$ cat config.mk
export PLATFORM = sky130hd
export DESIGN_NAME = uart_tx_arb
export DESIGN_NICKNAME = d
export VERILOG_FILES = /design/src/rtl/uart_tx_arb.sv
export SDC_FILE = /design/constraint.sdc
export NUM_CORES = 1
export LEC_CHECK = 0
export BUFFER_PORTS_ARGS = -buffer_cell sky130_fd_sc_hd__buf_2
export CELL_PAD_IN_SITES_DETAIL_PLACEMENT = 1
export CELL_PAD_IN_SITES_GLOBAL_PLACEMENT = 1
export CORE_MARGIN = 1.5
export CORE_UTILIZATION = 43
export CTS_BUF_LIST = sky130_fd_sc_hd__clkbuf_16
export DETAILED_ROUTE_END_ITERATION = 8
export PLACE_DENSITY = 0.79
export SLEW_MARGIN = 30
export SYNTH_ARGS = -nofsm -noshare
export SYNTH_HDL_FRONTEND = slang
export SYNTH_SLANG_ARGS = --single-unit
$ cat constraint.sdc
create_clock -name clk -period 2.6 [get_ports clk]
set_input_delay 0.52 -clock clk [delete_from_list [all_inputs] [get_ports clk]]
set_output_delay 0.52 -clock clk [all_outputs]
set_load 0.01 [all_outputs]
$ cat src/rtl/uart_tx_arb.sv
// Purpose : two-requester byte arbiter in front of a UART transmitter, with packet-level grants.
// Latency : grant is registered one cycle after a valid in IDLE; tx_start/tx_byte are registered on the transfer edge.
// Backpres: reqN_ready follows tx_ready while granted in SEND; tx_start/tx_byte hold until tx_accept.
//
// Ports:
//   clk, rst                 - system clock, async active-high reset
//   reqN_valid/byte/last     - requester N byte stream (N = 0, 1)
//   reqN_ready               - combinational accept strobe to requester N
//   tx_start, tx_byte        - registered byte-load request to the transmitter
//   tx_ready, tx_accept      - transmitter idle flag and one-cycle latch pulse
//   grant                    - one-hot current owner (bit0 = req0), 00 when free
//   pkt_abort                - one-cycle pulse when a stalled packet is revoked
module uart_tx_arb #(
  parameter int MAX_LEN = 64,
  parameter int GAP_MAX = 1024
) (
  input  logic       clk,
  input  logic       rst,
  input  logic       req0_valid,
  input  logic [7:0] req0_byte,
  input  logic       req0_last,
  output logic       req0_ready,
  input  logic       req1_valid,
  input  logic [7:0] req1_byte,
  input  logic       req1_last,
  output logic       req1_ready,
  output logic       tx_start,
  output logic [7:0] tx_byte,
  input  logic       tx_ready,
  input  logic       tx_accept,
  output logic [1:0] grant,
  output logic       pkt_abort
);

  typedef enum logic [1:0] {IDLE, SEND, WAIT_ACC} state_t;

  localparam logic [7:0]  MaxLenC = 8'(MAX_LEN);
  // The abort fires on the edge where the counter would reach GAP_MAX.
  localparam logic [15:0] GapLimC = 16'(GAP_MAX - 1);

  state_t      state_q, state_d;
  logic [1:0]  grant_q, grant_d;
  logic        prio_q, prio_d;       // 1: req1 wins a tie, 0: req0 wins a tie
  logic        tx_start_q, tx_start_d;
  logic [7:0]  tx_byte_q, tx_byte_d;
  logic        pkt_abort_q, pkt_abort_d;
  logic        last_q, last_d;
  logic [7:0]  byte_cnt_q, byte_cnt_d;
  logic [15:0] gap_q, gap_d;

  logic        sel_valid;
  logic        sel_last;
  logic [7:0]  sel_byte;
  logic        xfer;

  // Mux of the granted requester; grant is one-hot so bit1 alone selects.
  assign sel_valid = grant_q[1] ? req1_valid : req0_valid;
  assign sel_last  = grant_q[1] ? req1_last  : req0_last;
  assign sel_byte  = grant_q[1] ? req1_byte  : req0_byte;

  assign req0_ready = ~rst & (state_q == SEND) & grant_q[0] & tx_ready;
  assign req1_ready = ~rst & (state_q == SEND) & grant_q[1] & tx_ready;
  assign xfer       = (state_q == SEND) & sel_valid & tx_ready;

  assign tx_start  = tx_start_q;
  assign tx_byte   = tx_byte_q;
  assign grant     = grant_q;
  assign pkt_abort = pkt_abort_q;

  always_comb begin
    state_d     = state_q;
    grant_d     = grant_q;
    prio_d      = prio_q;
    tx_start_d  = tx_start_q;
    tx_byte_d   = tx_byte_q;
    pkt_abort_d = 1'b0;
    last_d      = last_q;
    byte_cnt_d  = byte_cnt_q;
    gap_d       = gap_q;

    case (state_q)
      IDLE: begin
        if (req0_valid | req1_valid) begin
          if (req0_valid & req1_valid) begin
            grant_d = prio_q ? 2'b10 : 2'b01;
          end else begin
            grant_d = req1_valid ? 2'b10 : 2'b01;
          end
          state_d    = SEND;
          byte_cnt_d = 8'd0;
          gap_d      = 16'd0;
        end
      end

      SEND: begin
        if (xfer) begin
          tx_byte_d  = sel_byte;
          tx_start_d = 1'b1;
          last_d     = sel_last;
          byte_cnt_d = byte_cnt_q + 8'd1;
          gap_d      = 16'd0;
          state_d    = WAIT_ACC;
        end else if (!sel_valid) begin
          // Only a silent requester ages the gap; a tx_ready stall does not.
          if (gap_q >= GapLimC) begin
            pkt_abort_d = 1'b1;
            state_d     = IDLE;
            grant_d     = 2'b00;
            byte_cnt_d  = 8'd0;
            gap_d       = 16'd0;
            prio_d      = grant_q[0];
          end else begin
            gap_d = gap_q + 16'd1;
          end
        end
      end

      WAIT_ACC: begin
        if (tx_accept) begin
          tx_start_d = 1'b0;
          // last and the length limit coinciding still yields one release.
          if (last_q || (byte_cnt_q == MaxLenC)) begin
            state_d    = IDLE;
            grant_d    = 2'b00;
            byte_cnt_d = 8'd0;
            gap_d      = 16'd0;
            prio_d     = grant_q[0];
          end else begin
            state_d = SEND;
          end
        end
      end

      default: begin
        state_d = IDLE;
      end
    endcase
  end

  always_ff @(posedge clk or posedge rst) begin
    if (rst) begin
      state_q     <= IDLE;
      grant_q     <= 2'b00;
      prio_q      <= 1'b0;
      tx_start_q  <= 1'b0;
      tx_byte_q   <= 8'h00;
      pkt_abort_q <= 1'b0;
      last_q      <= 1'b0;
      byte_cnt_q  <= 8'd0;
      gap_q       <= 16'd0;
    end else begin
      state_q     <= state_d;
      grant_q     <= grant_d;
      prio_q      <= prio_d;
      tx_start_q  <= tx_start_d;
      tx_byte_q   <= tx_byte_d;
      pkt_abort_q <= pkt_abort_d;
      last_q      <= last_d;
      byte_cnt_q  <= byte_cnt_d;
      gap_q       <= gap_d;
    end
  end

endmodule

Word level (Yosys, flattened, before mapping)
Index checks and enable logic that the tools add are counted.
{"block": "classes", "addsub": 2, "magnitude_cmp": 1, "eq_ne": 12, "mux": 45, "n_bitwise": 10, "reduce_logical": 11}
{"operator": "16-bit 2-to-1 mux", "count": 6}
{"operator": "8-bit 2-to-1 mux", "count": 7}
{"operator": "16-bit case mux with 3 select lines", "count": 1}
{"operator": "2-bit 2-to-1 mux", "count": 12}
{"operator": "8-bit case mux with 3 select lines", "count": 1}
{"operator": "16-bit by 1-bit adder with 16-bit output (second input constant)", "count": 1}
{"operator": "16-bit by 10-bit >= comparator with 1-bit output (second input constant)", "count": 1}
{"operator": "1-bit 2-to-1 mux", "count": 14}
{"operator": "2-bit != test (second input constant)", "count": 6}
{"operator": "2-bit case mux with 3 select lines", "count": 2}
{"operator": "6-bit AND reduction", "count": 2}
{"operator": "8-bit by 1-bit adder with 8-bit output (second input constant)", "count": 1}
{"operator": "1-bit bitwise AND", "count": 8}
{"operator": "8-bit by 7-bit == test with 1-bit output (second input constant)", "count": 1}
{"operator": "7-bit AND reduction", "count": 1}
{"operator": "5-bit AND reduction", "count": 1}
{"operator": "1-bit case mux with 2 select lines", "count": 2}
{"operator": "4-bit AND reduction", "count": 1}
{"operator": "3-bit by 2-bit != test with 1-bit output (second input constant)", "count": 1}
{"operator": "3-bit != test (second input constant)", "count": 1}
{"operator": "3-bit AND reduction", "count": 1}
{"operator": "3-bit nonzero test", "count": 1}
{"operator": "2-bit by 1-bit == test with 1-bit output (second input constant)", "count": 1}
{"operator": "2-bit == test (second input constant)", "count": 1}
{"operator": "other kinds (7)", "count": 7}
{"block": "word_totals", "ff_bits": 40, "wordCells": 90}

Logic depth before layout (Yosys ltp)
Gate-level depths: netlist of run 1.
{"block": "depth", "ltp_word": 5, "mapped_depth": 9, "depth_no_buf": 7}

Worst setup path after synthesis of run 1
No wires, ideal clock.
{"block": "synth_timing", "path_type": "reg-to-reg", "from": "register state_q[1]", "to": "register byte_cnt_q[3]", "setup_time_ns": 0.126, "arrival_ns": 2.055, "setup_slack_ns": 0.420, "path_stages_with_launch": 9, "cell_sequence": "dfrtp_1 -> inv_1 -> ha_1 -> clkbuf_1 -> nor2b_1 -> a221o_1 -> nor3_4 -> nand2_2 -> a221o_1"}
{"block": "synth_via", "elab_chain_len": 5, "word_cells_on_any_way": 14, "classes_between": "eq/ne (7); mux (2); bitwise (2); reduce/logical (3)"}
{"element": "start, declared", "line": "41", "rtl": "state_t state_q, state_d;"}
{"element": "start signal, assigned", "line": "152", "rtl": "state_q <= state_d;"}
{"element": "2-bit by 1-bit == test with 1-bit output", "line": "63, 81"}
{"element": "1-bit bitwise AND (2 in series)", "line": "63", "rtl": "assign xfer = (state_q == SEND) & sel_valid & tx_ready;"}
{"element": "3-bit by 2-bit != test with 1-bit output (no source line), or another cell as far along"}
{"element": "6-bit AND reduction (no source line) or 8-bit case mux with 3 select lines (tied branches)"}
{"element": "end signal, assigned", "line": "159", "rtl": "byte_cnt_q <= byte_cnt_d;"}
{"element": "end, declared", "line": "48", "rtl": "logic [7:0] byte_cnt_q, byte_cnt_d;"}
Parallel ways exist; a longest one is shown, timed or not.
A chain may end at the register's enable or synchronous reset.

Worst setup path in the final report of run 1
{"block": "layout_timing", "from": "register state_q[1]", "to": "register gap_q[12]"}
{"block": "layout_via", "elab_chain_len": 5, "word_cells_on_any_way": 13, "classes_between": "eq/ne (6); mux (2); bitwise (2); reduce/logical (3)"}
{"element": "2-bit by 1-bit == test with 1-bit output", "line": "63, 81"}
{"element": "1-bit bitwise AND (2 in series)", "line": "63"}
{"element": "3-bit != test (no source line) or 16-bit 2-to-1 mux (tied branches)"}
{"element": "5-bit AND reduction (no source line) or 16-bit case mux with 3 select lines (tied branches)"}
{"element": "end signal, assigned", "line": "160", "rtl": "gap_q <= gap_d;"}
{"element": "end, declared", "line": "49", "rtl": "logic [15:0] gap_q, gap_d;"}
Parallel ways exist; a longest one is shown, timed or not.

==> flow_metrics.env, run 1 <==
export IMPL_slew_viol_final=0
export IMPL_worstPathRequired_ps=2760
export IMPL_crit_path_start_kind="flip-flop"
export IMPL_async_flop_share_pct=100
export IMPL_cts_path_max_buffers=2
export IMPL_drt_iter0_drc=63
export IMPL_cts_resized=0
export IMPL_finalCriticalPeriod_ps=2400
export IMPL_synthCells=228
export IMPL_globalRouteOverflowTotal=0
export IMPL_crit_fanout=11
export IMPL_postPlaceCellArea_um2=2520
export IMPL_antenna_left=0
export IMPL_die_area_um2=5620
export IMPL_cts_hold_buf=0
export IMPL_viasPerCell=5.51
export IMPL_synth_nets=259
export IMPL_dp_hpwl_um=4060
export IMPL_syn_area_per_cell_um2=9.77
export IMPL_synth_edff_count=0
export IMPL_post_route_period_util_pct=92.3
export IMPL_layout_common_cells="dfrtp_1 (40), buf_2 (37), nand2_1 (27)"
export IMPL_area_growth_synth_to_final_pct=19.3
export IMPL_ir_drop_mv=0.409
export IMPL_tns_ps=0
export IMPL_seq_area_frac_synth_pct=44.9
export IMPL_cts_num_sinks=40
export IMPL_crit_start="state_q[1]$_DFFE_PP0P_"
export IMPL_drv_cap=0
export IMPL_nFillCells=602
export IMPL_clkLatencyLatePin_ps=280
export IMPL_cts_root_buf="clkbuf_16"
export IMPL_vias=1884
export IMPL_pwr_density_cell_nw_per_um2=901
export IMPL_rows=26
export IMPL_grtUsageTotal_pct=21.7
export IMPL_fp_dieH_um=75.0
export IMPL_crit_arrival_ps=2560
export IMPL_gp_congestion=0.799
export IMPL_synthFlopType="dfrtp_1"
export IMPL_worstPathCellList="inv_1, ha_1, nor2b_1, a221o_1, or3_1, nor2_1, buf_4, nor2_1"
export IMPL_yosys_cell_types_count=41
export IMPL_start_util_pct=44.2
export IMPL_layout_cells_non_filler=342
export IMPL_dpl_worst_slack_ps=227
export IMPL_setup_slack_ps=199
export IMPL_fin_nets=302
export IMPL_hold_viol=0
export IMPL_drc=0
export IMPL_first_pass_iters=4
export IMPL_fp_dieW_um=75.0
export IMPL_hold_ws_ps=371
export IMPL_path_delay_family="simple AND/OR/NAND/NOR gates"
export IMPL_maxSlewHeadroom_pct=54.5
export IMPL_rr_startpoint="state_q[1]$_DFFE_PP0P_"
export IMPL_setup_violations=0
export IMPL_diodes=0
export IMPL_critical_path_buf_inv_count=2
export IMPL_cp_slowest_cell="or3_1"
export IMPL_post_route_util_pct=52.7
export IMPL_cts_setup_buffers=0
export IMPL_power_leakage_nw=1.25
export IMPL_design_area_um2=2660
export IMPL_rsz0062_at_grt="no"
export IMPL_numCtsBuffers=5
export IMPL_ios=38
export IMPL_htreeDepth=2
export IMPL_crit_top_cell="nor2_1"
export IMPL_grt_pass1_vias=1897
export IMPL_hold_class="in2async"
export IMPL_layout_commonest_cell="dfrtp_1"
export IMPL_grt_max_degree=41
export IMPL_port_buffers=37
export IMPL_clk_pin_slew_ps=60
export IMPL_syn_area_um2=2230
export IMPL_power_mw=2.39
export IMPL_slowest_delay_ps=560
export IMPL_drive_gt1_share_pct=21.0
export IMPL_outcome="complete, no violations"
export IMPL_antenna_found_initial=0
export IMPL_max_freq_mhz=417
export IMPL_post_place_cells=334
export IMPL_wl_per_cell_um=16.0
export IMPL_grt_pass1_wl_um=9080
export IMPL_crit_type="reg2reg"
export IMPL_yosys_warnings=0
export IMPL_synth_seq_cells=40
export IMPL_end_kind="flip-flop"
export IMPL_routed_wl_um=5480
export IMPL_finalClockSkew_ps=5.32
export IMPL_cts_tree="yes"
export IMPL_coreArea_um2=5040
export IMPL_tightest_slew_ps=681
## kinds of logic after synthesis
family          Yosys count  share of synthesized area, %
compound gates           49                          16.6
buf+inv                  18                          3.26
simple gates             96                          22.8
fa+ha+maj                 7                          3.93
mux                      18                          8.48
flops                    40                          44.9
## worst reg2reg max path: cells and delay by family, from the launching register on
family / cells / cell delay [ps]
adder cells (fa/ha/maj): 1 / 280
AO/OA/AOI/OAI: 1 / 390
buffers and inverters: 2 / 250
AND/OR/NAND/NOR: 4 / 980
flip-flops: 1 / 400
## area by class of cell
class	count	area [um2]	share of cell area, %
Timing Repair Buffer	45	245	9.22
Multi-Input combinational cell	170	1150	43.4
Tap cell	70	87.6	3.29
Sequential cell	40	1000	37.6
Clock inverter	3	11.3	0.424
Inverter	9	33.8	1.27
Clock buffer	5	125	4.71
## power breakdown
part	total, mW	internal [mW]	leakage, nW	switching [mW]
clock	0.570	0.345	0.0738	0.225
sequential	0.829	0.743	0.532	0.0866
combinational	0.995	0.391	0.644	0.604
total	2.39	1.48	1.25	0.915
## synthesized netlist by cell type, drive strengths merged, types with 2 or more instances
master | instances | area share, %
a221o | 7 | 3.1
nor4b | 2 | 0.79
dfrtp | 40 | 45
nor2b | 5 | 1.4
a2bb2oi | 5 | 2.0
a41oi | 3 | 1.2
inv | 9 | 1.5
or2 | 2 | 0.56
o21ai | 16 | 3.6
and2 | 2 | 0.56
nand2 | 28 | 4.8
nand3 | 14 | 3.1
nand4 | 3 | 0.84
o31ai | 5 | 1.7
mux2 | 4 | 2.2
ha | 7 | 3.9
mux2i | 14 | 6.3
and3 | 11 | 3.1
nor2 | 12 | 2.0
clkbuf | 5 | 0.84
nor3b | 4 | 1.3
a21oi | 5 | 1.1
buf | 4 | 0.90
a31oi | 2 | 0.56
nor3 | 10 | 3.0
## per-layer routing
layer	share of wire (%)	wire length [um]	vias to the layer above	GRT usage [%]
met5	0	0	-	0
met4	1.0	56	0	6.06
met3	2.1	117	6	4.82
met2	50	2740	22	36.8
met1	47	2560	932	28.0
li1	-	-	924	-
## registers in the layout, summed over array words and instances (netlist names)
| signal | cells |
|---|---|
| last_q | 1 |
| prio_q | 1 |
| pkt_abort | 1 |
| tx_byte | 8 |
| grant | 2 |
| tx_start | 1 |
| byte_cnt_q | 8 |
| gap_q | 16 |
| state_q | 2 |
## final timing paths
check	end	slack (ps)	cells past startpoint
max	gap_q[12]$_DFFE_PP0P_	200	8
min	grant[1]$_DFFE_PP0P_	370	3
max reg2reg	gap_q[12]$_DFFE_PP0P_	200	8
min reg2reg	tx_byte[5]$_DFFE_PP0P_	470	2
max in group asynchronous	gap_q[8]$_DFFE_PP0P_	1860	3
min in group clk	tx_byte[5]$_DFFE_PP0P_	470	2
Power figures use the tool's default switching activity.
==> inputs of run 2 (changes only) <==
- PLACE_DENSITY: 0.79 -> 0.86
==> flow_metrics.env, run 2 (synthesized netlist as in run 1, its figures left out) <==
export IMPL_fin_nets=302
export IMPL_path_delay_family="compound AO/OA/AOI/OAI gates"
export IMPL_ios=38
export IMPL_drv_cap=0
export IMPL_cts_setup_buffers=0
export IMPL_dp_hpwl_um=4310
export IMPL_internal_power_mw=1.49
export IMPL_fp_dieW_um=75.0
export IMPL_layout_common_cells="dfrtp_1 (40), buf_2 (37), nand2_1 (27)"
export IMPL_die_area_um2=5620
export IMPL_layout_commonest_cell="dfrtp_1"
export IMPL_met3_length_um=166
export IMPL_cts_root_buf="clkbuf_16"
export IMPL_grt_pass1_vias=1994
export IMPL_crit_fanout=10
export IMPL_slew_viol_final=0
export IMPL_worstPathRequired_ps=2780
export IMPL_setup_violations=0
export IMPL_wl_per_cell_um=18.1
export IMPL_numCtsBuffers=5
export IMPL_clkLatencyLatePin_ps=280
export IMPL_area_growth_synth_to_final_pct=20.2
export IMPL_end_kind="flip-flop"
export IMPL_viasPerCell=5.74
export IMPL_vias=1964
export IMPL_rows=26
export IMPL_hold_class="in2async"
export IMPL_multi_input_area_um2=1160
export IMPL_cts_tree="yes"
export IMPL_ir_drop_mv=0.441
export IMPL_p_clk_share_pct=23.7
export IMPL_finalClockSkew_ps=2.44
export IMPL_start_util_pct=44.2
export IMPL_finalCriticalPeriod_ps=2420
export IMPL_cts_resized=0
export IMPL_coreArea_um2=5040
export IMPL_port_buffers=37
export IMPL_grtUsageTotal_pct=24.1
export IMPL_combinationalPowerShare_pct=42.2
export IMPL_drive_gt1_share_pct=21.0
export IMPL_antenna_left=0
export IMPL_first_pass_iters=4
export IMPL_drt_iter0_drc=105
export IMPL_power_switching_mw=0.949
export IMPL_slowest_delay_ps=400
export IMPL_maxSlewHeadroom_pct=48.7
export IMPL_antenna_found_initial=0
export IMPL_clk_pin_slew_ps=50
export IMPL_regArea_um2=1000
export IMPL_layout_cells_non_filler=342
export IMPL_rsz0062_at_grt="no"
export IMPL_htreeDepth=2
export IMPL_largest_register="gap_q"
export IMPL_nFillCells=585
export IMPL_wl_met1_um=2670
export IMPL_swShare_pct=38.9
export IMPL_crit_type="reg2reg"
export IMPL_drc=0
export IMPL_cp_slowest_cell="dfrtp_1"
export IMPL_globalRouteOverflowTotal=0
export IMPL_outcome="complete, no violations"
export IMPL_design_area_um2=2680
export IMPL_gp_congestion=0.871
export IMPL_power_leakage_nw=1.27
export IMPL_grt_pass1_wl_um=9980
export IMPL_cts_path_max_buffers=2
export IMPL_fp_dieH_um=75.0
export IMPL_route_top_layer_used="met4"
export IMPL_post_place_cells=334
export IMPL_max_freq_mhz=414
export IMPL_power_mw=2.44
export IMPL_pwr_share_seq_pct=34.1
export IMPL_routed_wl_um=6190
export IMPL_dr_wl_met2_um=3210
export IMPL_largest_reg_flops=16
export IMPL_hold_viol=0
export IMPL_cts_hold_buf=0
export IMPL_postPlaceCellArea_um2=2530
export IMPL_diodes=0
export IMPL_grt_max_degree=24
export IMPL_tns_ps=0
export IMPL_tightest_slew_ps=769
export IMPL_post_route_period_util_pct=93.0
export IMPL_critical_path_buf_inv_count=2
export IMPL_crit_arrival_ps=2600
export IMPL_crit_path_start_kind="flip-flop"
export IMPL_pwr_density_cell_nw_per_um2=911
export IMPL_hold_ws_ps=394
export IMPL_cts_num_sinks=40
export IMPL_worstPathCellList="inv_1, ha_1, nor2b_1, a221o_1, nor3_4, buf_4, nand2_1, o31ai_1"
## run 2: path summary, 6_finish.rpt
path                                        start                      to  slack (ps)  depth (start not counted)
min in group clk           tx_byte[7]$_DFFE_PP0P_  tx_byte[7]$_DFFE_PP0P_         480                          2
min reg2reg                tx_byte[7]$_DFFE_PP0P_  tx_byte[7]$_DFFE_PP0P_         480                          2
min                                           rst    grant[1]$_DFFE_PP0P_         390                          2
max reg2reg                state_q[1]$_DFFE_PP0P_    gap_q[6]$_DFFE_PP0P_         180                          8
max                        state_q[1]$_DFFE_PP0P_    gap_q[6]$_DFFE_PP0P_         180                          8
max in group asynchronous                     rst    gap_q[9]$_DFFE_PP0P_        1620                          3
## run 2: per-stage QoR
| step | util [%] | setup slack (ps) |
|---|---|---|
| floorplan | - | 420 |
| finish | 53.1 | 182 |
| global route | 53.1 | 12.2 |
| CTS | 53.0 | 159 |
| detailed placement | 50.3 | 222 |
| global placement | 50.3 | 322 |
## run 2: power by group through the flow
stage                     clock, mW  combinational, mW  sequential [mW]
after CTS                     0.590               1.03            0.830
after floorplan                   0              0.639            0.854
after global placement            0              0.973            0.826
final                         0.578               1.03            0.831
after global routing          0.612               1.13            0.846
after detailed placement          0               1.01            0.838
## run 2: metal layers
layer / global-route usage, % / vias up
met1: 29.3 / 987
met5: 0 / -
met3: 5.35 / 13
met2: 40.8 / 38
li1: - / 926
met4: 10.9 / 0
## run 2: area by class of cell
cell class | instances | share of cell area [%]
clock buffers | 5 | 4.67
clock inverters | 3 | 0.421
inverters | 9 | 1.26
multi-input cells | 170 | 43.4
flip-flops and latches | 40 | 37.4
well taps | 70 | 3.27
repair buffers | 45 | 9.63
